[config.mk]
export PLATFORM = sky130hd
export DESIGN_NAME = mem_access
export DESIGN_NICKNAME = d
export VERILOG_FILES = /design/src/rtl/mem_access_pkg.sv /design/src/rtl/mem_wait_timer.sv /design/src/rtl/mem_access.sv
export SDC_FILE = /design/constraint.sdc
export NUM_CORES = 1
export LEC_CHECK = 0
export CAP_MARGIN = 10
export CELL_PAD_IN_SITES_DETAIL_PLACEMENT = 0
export CELL_PAD_IN_SITES_GLOBAL_PLACEMENT = 2
export CORE_MARGIN = 2
export CORE_UTILIZATION = 21
export DETAILED_ROUTE_END_ITERATION = 6
export GPL_TIMING_DRIVEN = 0
export PLACE_DENSITY = 0.82
export SYNTH_ARGS = -nofsm -noshare
export SYNTH_HDL_FRONTEND = slang
export SYNTH_HIERARCHICAL = 1
export SYNTH_SLANG_ARGS = --single-unit
[constraint.sdc]
create_clock -name clk -period 1.58 [get_ports clk]
set_input_delay 0.474 -clock clk [delete_from_list [all_inputs] [get_ports clk]]
set_output_delay 0.474 -clock clk [all_outputs]
set_load 0.005 [all_outputs]
[src/rtl/mem_access_pkg.sv]
// mem_access_pkg: shared state type and width defaults for the memory stage.
package mem_access_pkg;
  typedef enum logic {IDLE, WAIT} state_e;
  localparam int REG_ADDR_W  = 3;
  localparam int PC_W        = 13;
  localparam int DEF_DATA_W  = 32;
  localparam int DEF_ADDR_W  = 13;
  localparam int DEF_TIMEOUT = 16;
endpackage

[src/rtl/mem_wait_timer.sv]
// mem_wait_timer: counts elapsed request cycles (issue cycle included) and flags the last allowed one.
module mem_wait_timer #(
  parameter int TIMEOUT = 16
) (
  input  logic clk,
  input  logic rst_n,
  input  logic start,
  input  logic clear,
  input  logic inc,
  output logic expire
);
  localparam int CW = $clog2(TIMEOUT) + 1;
  logic [CW-1:0] cnt_q, cnt_d;
  // start loads 1 because the issue cycle has already been spent requesting
  always_comb cnt_d = start ? CW'(1) : clear ? '0 : inc ? cnt_q + 1'b1 : cnt_q;
  always_ff @(posedge clk or negedge rst_n)
    if (!rst_n) cnt_q <= '0;
    else cnt_q <= cnt_d;
  assign expire = cnt_q == CW'(TIMEOUT - 1);
endmodule

[src/rtl/mem_access.sv]
// mem_access: memory pipeline stage doing loads/stores over a req/ack bus and registering results for write-back.
// Optional MEM_TIMEOUT_EN aborts a request after TIMEOUT cycles without ack and pulses mem_err.
module mem_access
  import mem_access_pkg::*;
#(
  parameter int ADDR_W  = DEF_ADDR_W,
  parameter int DATA_W  = DEF_DATA_W,
  parameter int TIMEOUT = DEF_TIMEOUT
) (
  input  logic                  clk,
  input  logic                  rst_n,
  input  logic                  valid_in,
  input  logic [PC_W-1:0]       PC,
  input  logic [DATA_W-1:0]     ALURes,
  input  logic [DATA_W-1:0]     StoreData,
  input  logic [REG_ADDR_W-1:0] WriteRegIn,
  input  logic                  write_en,
  input  logic                  MemRead,
  input  logic                  MemWrite,
  output logic                  stall,
  output logic                  mem_req,
  output logic                  mem_we,
  output logic [ADDR_W-1:0]     mem_addr,
  output logic [DATA_W-1:0]     mem_wdata,
  input  logic [DATA_W-1:0]     mem_rdata,
  input  logic                  mem_ack,
  output logic                  valid_out,
  output logic [PC_W-1:0]       PCOut,
  output logic [DATA_W-1:0]     ALUResOut,
  output logic [DATA_W-1:0]     MemReadDataOut,
  output logic [REG_ADDR_W-1:0] WriteRegOut,
  output logic                  write_en_out,
  output logic                  MemReadOut,
  output logic                  mem_err
);
  state_e                  state_q, state_d;
  logic                    idle, waiting, mem_op, complete, abort, issue_wait;
  logic                    valid_q, we_q, mr_q, err_q;
  logic [PC_W-1:0]         pc_q;
  logic [DATA_W-1:0]       alu_q, rdata_q;
  logic [REG_ADDR_W-1:0]   wr_q;
  assign idle       = state_q == IDLE;
  assign waiting    = state_q == WAIT;
  assign mem_op     = valid_in & (MemRead | MemWrite);
  assign issue_wait = idle & mem_op & ~mem_ack;
  // rst_n gates the request so it drops immediately, even mid-transaction
  assign mem_req    = rst_n & ((idle & mem_op) | waiting);
  assign mem_we     = MemWrite & ~MemRead;
  assign mem_addr   = ALURes[ADDR_W-1:0];
  assign mem_wdata  = StoreData;
  assign complete   = (idle & valid_in & (~mem_op | mem_ack)) | (waiting & mem_ack);
  assign stall      = mem_req & ~mem_ack & ~abort;
`ifdef MEM_TIMEOUT_EN
  logic expire;
  mem_wait_timer #(.TIMEOUT(TIMEOUT)) u_timer (
    .clk    (clk),
    .rst_n  (rst_n),
    .start  (issue_wait),
    .clear  (complete | abort),
    .inc    (waiting & ~mem_ack),
    .expire (expire)
  );
  assign abort = waiting & ~mem_ack & expire;
`else
  assign abort = 1'b0;
`endif
  always_comb
    state_d = issue_wait ? WAIT : (waiting & (mem_ack | abort)) ? IDLE : state_q;
  always_ff @(posedge clk or negedge rst_n)
    if (!rst_n) state_q <= IDLE;
    else state_q <= state_d;
  // Anything that is not a completion or abort loads a bubble; payload holds
  always_ff @(posedge clk or negedge rst_n)
    if (!rst_n) begin
      valid_q <= 1'b0;
      we_q    <= 1'b0;
      mr_q    <= 1'b0;
      err_q   <= 1'b0;
      pc_q    <= '0;
      alu_q   <= '0;
      rdata_q <= '0;
      wr_q    <= '0;
    end else begin
      valid_q <= complete | abort;
      we_q    <= complete & write_en;
      err_q   <= abort;
      if (complete | abort) begin
        pc_q    <= PC;
        alu_q   <= ALURes;
        wr_q    <= WriteRegIn;
        mr_q    <= MemRead;
        rdata_q <= (complete & MemRead) ? mem_rdata : '0;
      end
    end
  assign valid_out      = valid_q;
  assign PCOut          = pc_q;
  assign ALUResOut      = alu_q;
  assign MemReadDataOut = rdata_q;
  assign WriteRegOut    = wr_q;
  assign write_en_out   = we_q & valid_q;
  assign MemReadOut     = mr_q;
  assign mem_err        = err_q;
endmodule
# Yosys cells after proc, flatten, opt, wreduce, memory -nomap -nowiden
# Cells that the tools add are included.
# op_classes
mux,3
bitwise,20
n_reduce_logical,1
# ops
op,n
$mux 32,1
$and 1x1->1,12
$not 1->1,4
$or 1x1->1,4
$mux 1,2
$reduce_bool 2->1,1
# totals
reg_bits,84
in_bits,119
output_inout_bits,132
elab_cells,32

# Longest topological paths before layout
# logic_depth
ltp_word,8
ltp_mapped,6
depth_no_buf,3

# Worst setup path after synthesis
# OpenSTA, ideal clock, no wires.
# synth_path
path_type,input -> register
start,in MemRead
end,reg alu_q[0] (netlist: ALUResOut[0])
setup_time_ps,125
arrival_time_ps,1515
required_time_ps,1455
setup_slack_ps,-60
path_stages,6
n_path_buf,3
path_cell_list,buf_4 nor3_2 o22a_4 buf_8 buf_12 mux2_4
# synth_via
elab_chain_len,6
# synth_lines
element,line_no,text
from (decl),mem_access.sv:18,"input logic MemRead,"
$or 1x1->1,mem_access.sv:44,assign mem_op = valid_in & (MemRead | MemWrite);
$and 1x1->1,mem_access.sv:44,
$not 1->1,mem_access.sv:51,assign complete = (idle & valid_in & (~mem_op | mem_ack)) | (waiting & mem_ack);
$or 1x1->1,mem_access.sv:51,
$and 1x1->1,mem_access.sv:51,
$or 1x1->1,mem_access.sv:51,
to (signal assigned),mem_access.sv:89,alu_q <= ALURes;
to (decl),mem_access.sv:40,"logic [DATA_W-1:0] alu_q, rdata_q;"
# No other way between the ends.
# A chain may end at the register's enable or synchronous reset.

# Worst setup path after layout
# layout_path
start,in MemWrite
end,out stall
# layout_via
elab_chain_len,6
# layout_lines
element,line_no,text
from (decl),mem_access.sv:19,"input logic MemWrite,"
$or 1x1->1,mem_access.sv:44,
$and 1x1->1,mem_access.sv:44,
$and 1x1->1,mem_access.sv:47,assign mem_req = rst_n & ((idle & mem_op) | waiting);
$or 1x1->1,mem_access.sv:47,
$and 1x1->1,mem_access.sv:47,
$and 1x1->1,mem_access.sv:52,assign stall = mem_req & ~mem_ack & ~abort;
to (decl),mem_access.sv:20,"output logic stall,"
# No other way between the ends.

==> flow_summary.toml <==
[status]
status = "complete, but fails checks"
violations = "hold timing"

[grt]
largest_net_degree_at_the_start_of_global_routing = 47
grt_pass1_vias = 3290
initial_antenna_violation_count = 0
grt-ovfl-total = 0
track_usage = 0.112
grt_first_pass_wirelength_um = 17500

[die]
fp.dieArea_mm2 = 0.0198
start_util = 0.212
floorplan.core_area_mm2 = 0.0185
io_pins = 251
fp-row-count = 50
die-height_um = 141
die_x_um = 141

[clock_tree]
cts_inserted_buffers = 9
ctsLongestPathBuffers = 2
tritoncts_clock_tree = "built"
worst_skew_pair.late_latency_ps = 340
clock_tree.htree_level_count = 3
ctsRootBufferMaster = "clkbuf_16"
clock_input_transition_at_the_sequential_cells_of_the_worst_setup_and_hold_paths_ps = 60
tritoncts_num_sinks = 84

[power_and_ir_drop]
internal-power_uw = 5210
power_density_mw_per_mm2 = 1010
seq_power_share = 0.385
combPwrFrac = 0.252
sw_frac_of_total = 0.241
ir_worst_vdd_v = 0.000431
power_frac_clock = 0.362
net_switching_power_of_the_design_uw = 1650
leakage_uw = 0.00331

[synth]
ys_seq_area_frac = 0.535
synth_seq_cells = 84
yosysWarningCount = 6
post_synth_inst_count = 299
yosysUniqueCellTypes = 19
synth_area_per_cell_um2 = 13.1
syn-cell-area_mm2 = 0.00393
synth_fp_nets = 418

[worst_hold_path]
holdCritPathClass = "input port to async pin"

[sta]
slew_headroom = 0.654
finalCritPeriodShare = 0.990
rsz0062_at_grt = "true"
fmax_mhz = 640
skew_ps = 6.29
report.final.hold_viol_count = 25
tightest_slew_ps = 519
timing.final.max_slew_violations = 0
fin_crit_ps = 1560
hold_ws_ps = -19.6
setup-violations-final = 0

[setup_path]
critPathSlowestCell = "o21a_1"
critPathMaxStageDelay_ps = 200
start_kind = "input port"
critical_path_class = "input port to primary output"
critical_path.endpoint_type = "primary output"
cells_traversed_along_the_worst_timing_path = "buf_6 -> o21a_1 -> nor2_4 -> nor3b_2 -> buf_2"
worstPathMaxFanout = 3
data_required_time_of_the_critical_path_ps = 1110
critPathArrivalTime_ps = 1090

[final_layout]
final_cell_mix = "100 x clkdlybuf4s50_1, 96 x dlygate4sd2_1, 83 x dfrtp_1"
final_nets = 662
antenna_cells = 0
stdcell_area_mm2 = 0.00679
layout-drive-gt1-share = 0.274
final_cells = 782
most_common_cell_after_layout_fill_and_taps_aside = "clkdlybuf4s50_1"
areaGrowthSynthToFinish_pct = 72.9

[routing]
route.detailed.drc = 0
wire_per_inst_um = 14.1
wirelength_um = 11000
drt-pass1-iter-count = 4
route.vias.total = 3007
detail-route-antenna-nets = 0
drt_iter0_drc = 44
post_drt_via_cell_ratio = 3.85

[placed_design]
numPortBuffers = 216
dpl.hpwl_um = 8270
dp_cells = 750
placed_cell_area_mm2 = 0.00642
gp_congestion = 0.758

[flow_run]
timing.max_cap.violations = 0
routing by layer:
layer | vias to the layer above | track usage | part of all wire | wire (um)
met5 | - | 0 | 0 | 0
met4 | 0 | 0.0311 | 0.011 | 124
met3 | 7 | 0.0435 | 0.092 | 1020
met2 | 154 | 0.196 | 0.50 | 5520
met1 | 1454 | 0.128 | 0.40 | 4380
li1 | 1392 | - | - | -
sequential cells by signal (all words and copies together), names as in the netlist:
name,cells
PCOut,13
MemReadDataOut,32
WriteRegOut,3
we_q,1
MemReadOut,1
valid_out,1
state_q,1
ALUResOut,32
cells by family (layout without fill, tap and decap cells):
logic type / Yosys count / after routing / share of synthesized area
AO/OA/AOI/OAI: 2 / 2 / 0.00637
flip-flops: 84 / 84 / 0.535
AND/OR/NAND/NOR: 40 / 40 / 0.0433
other: 1 / 1 / 0.000954
multiplexers: 81 / 81 / 0.256
buffers and inverters: 91 / 340 / 0.158
power by group through the flow:
stage / logic, uW / clock network (uW) / registers, uW
global route: 1880 / 2680 / 2690
global placement: 1900 / 0 / 2690
detailed placement: 1930 / 0 / 2700
CTS: 1760 / 2600 / 2650
finish: 1730 / 2490 / 2640
floorplan: 701 / 0 / 2710
layout make-up:
cell class,instances,area (um^2)
Tap cell,234,293
Timing Repair Buffer,233,2190
Clock buffer,10,239
Clock inverter,6,111
Fill cell,1845,11700
Buffer,59,518
Multi-Input combinational cell,124,1220
Sequential cell,84,2100
Inverter,32,120
Yosys cell counts:
cell	count	share of area
nor3b_1	1	0.0019
nor2b_1	2	0.0032
clkbuf_1	3	0.0029
mux2_4	36	0.14
mux2i_1	32	0.082
o21a_1	1	0.0019
inv_1	32	0.031
nand2_1	32	0.031
conb_1	1	0.00095
buf_4	48	0.092
buf_12	4	0.020
dfrtp_1	84	0.54
nor3_2	1	0.0025
buf_8	1	0.0038
mux2_2	13	0.037
and2_1	2	0.0032
nor2_1	2	0.0019
buf_6	3	0.0086
o22a_4	1	0.0045
through the flow:
step           utilization  setup WS (ps)  TNS, ps  total power (uW)
2_1_floorplan            -           16.0        0              3410
3_3_place_gp         0.345          -3720  -320870              4590
3_5_place_dp         0.347           -795   -44080              4630
4_1_cts              0.364         -0.581   -0.581              7000
5_1_grt              0.367          -37.9     -897              7250
6_report             0.367           16.3        0              6860
worst max-delay path, delay by kind of cell:
family,cells,cell delay (ps)
compound gates,1,200
buf+inv,2,230
simple gates,2,180
final timing paths:
path / cells past startpoint / startpoint / slack [ps] / endpoint
max in group asynchronous: 2 / rst_n / 1090 / ALUResOut[20]
hold / removal: 1 / rst_n / -20 / MemReadDataOut[25]
min in group clk: 2 / ALURes[12] / 490 / ALUResOut[12]
hold reg to reg: 1 / PCOut[3] / 500 / PCOut[3]
setup / recovery: 5 / MemWrite / 20 / stall
setup reg to reg: 5 / state_q / 30 / ALUResOut[6]
what timing repair did:
item | 4_1_cts | 5_1_grt
gates resized for setup | 141 | 14
buffers inserted | 13 | 3
endpoints found under the setup margin | 177 | 50
endpoints found under the hold margin | 38 | 37
pin swaps | 2 | 1
No activity file was read; power rests on OpenSTA's default activity.
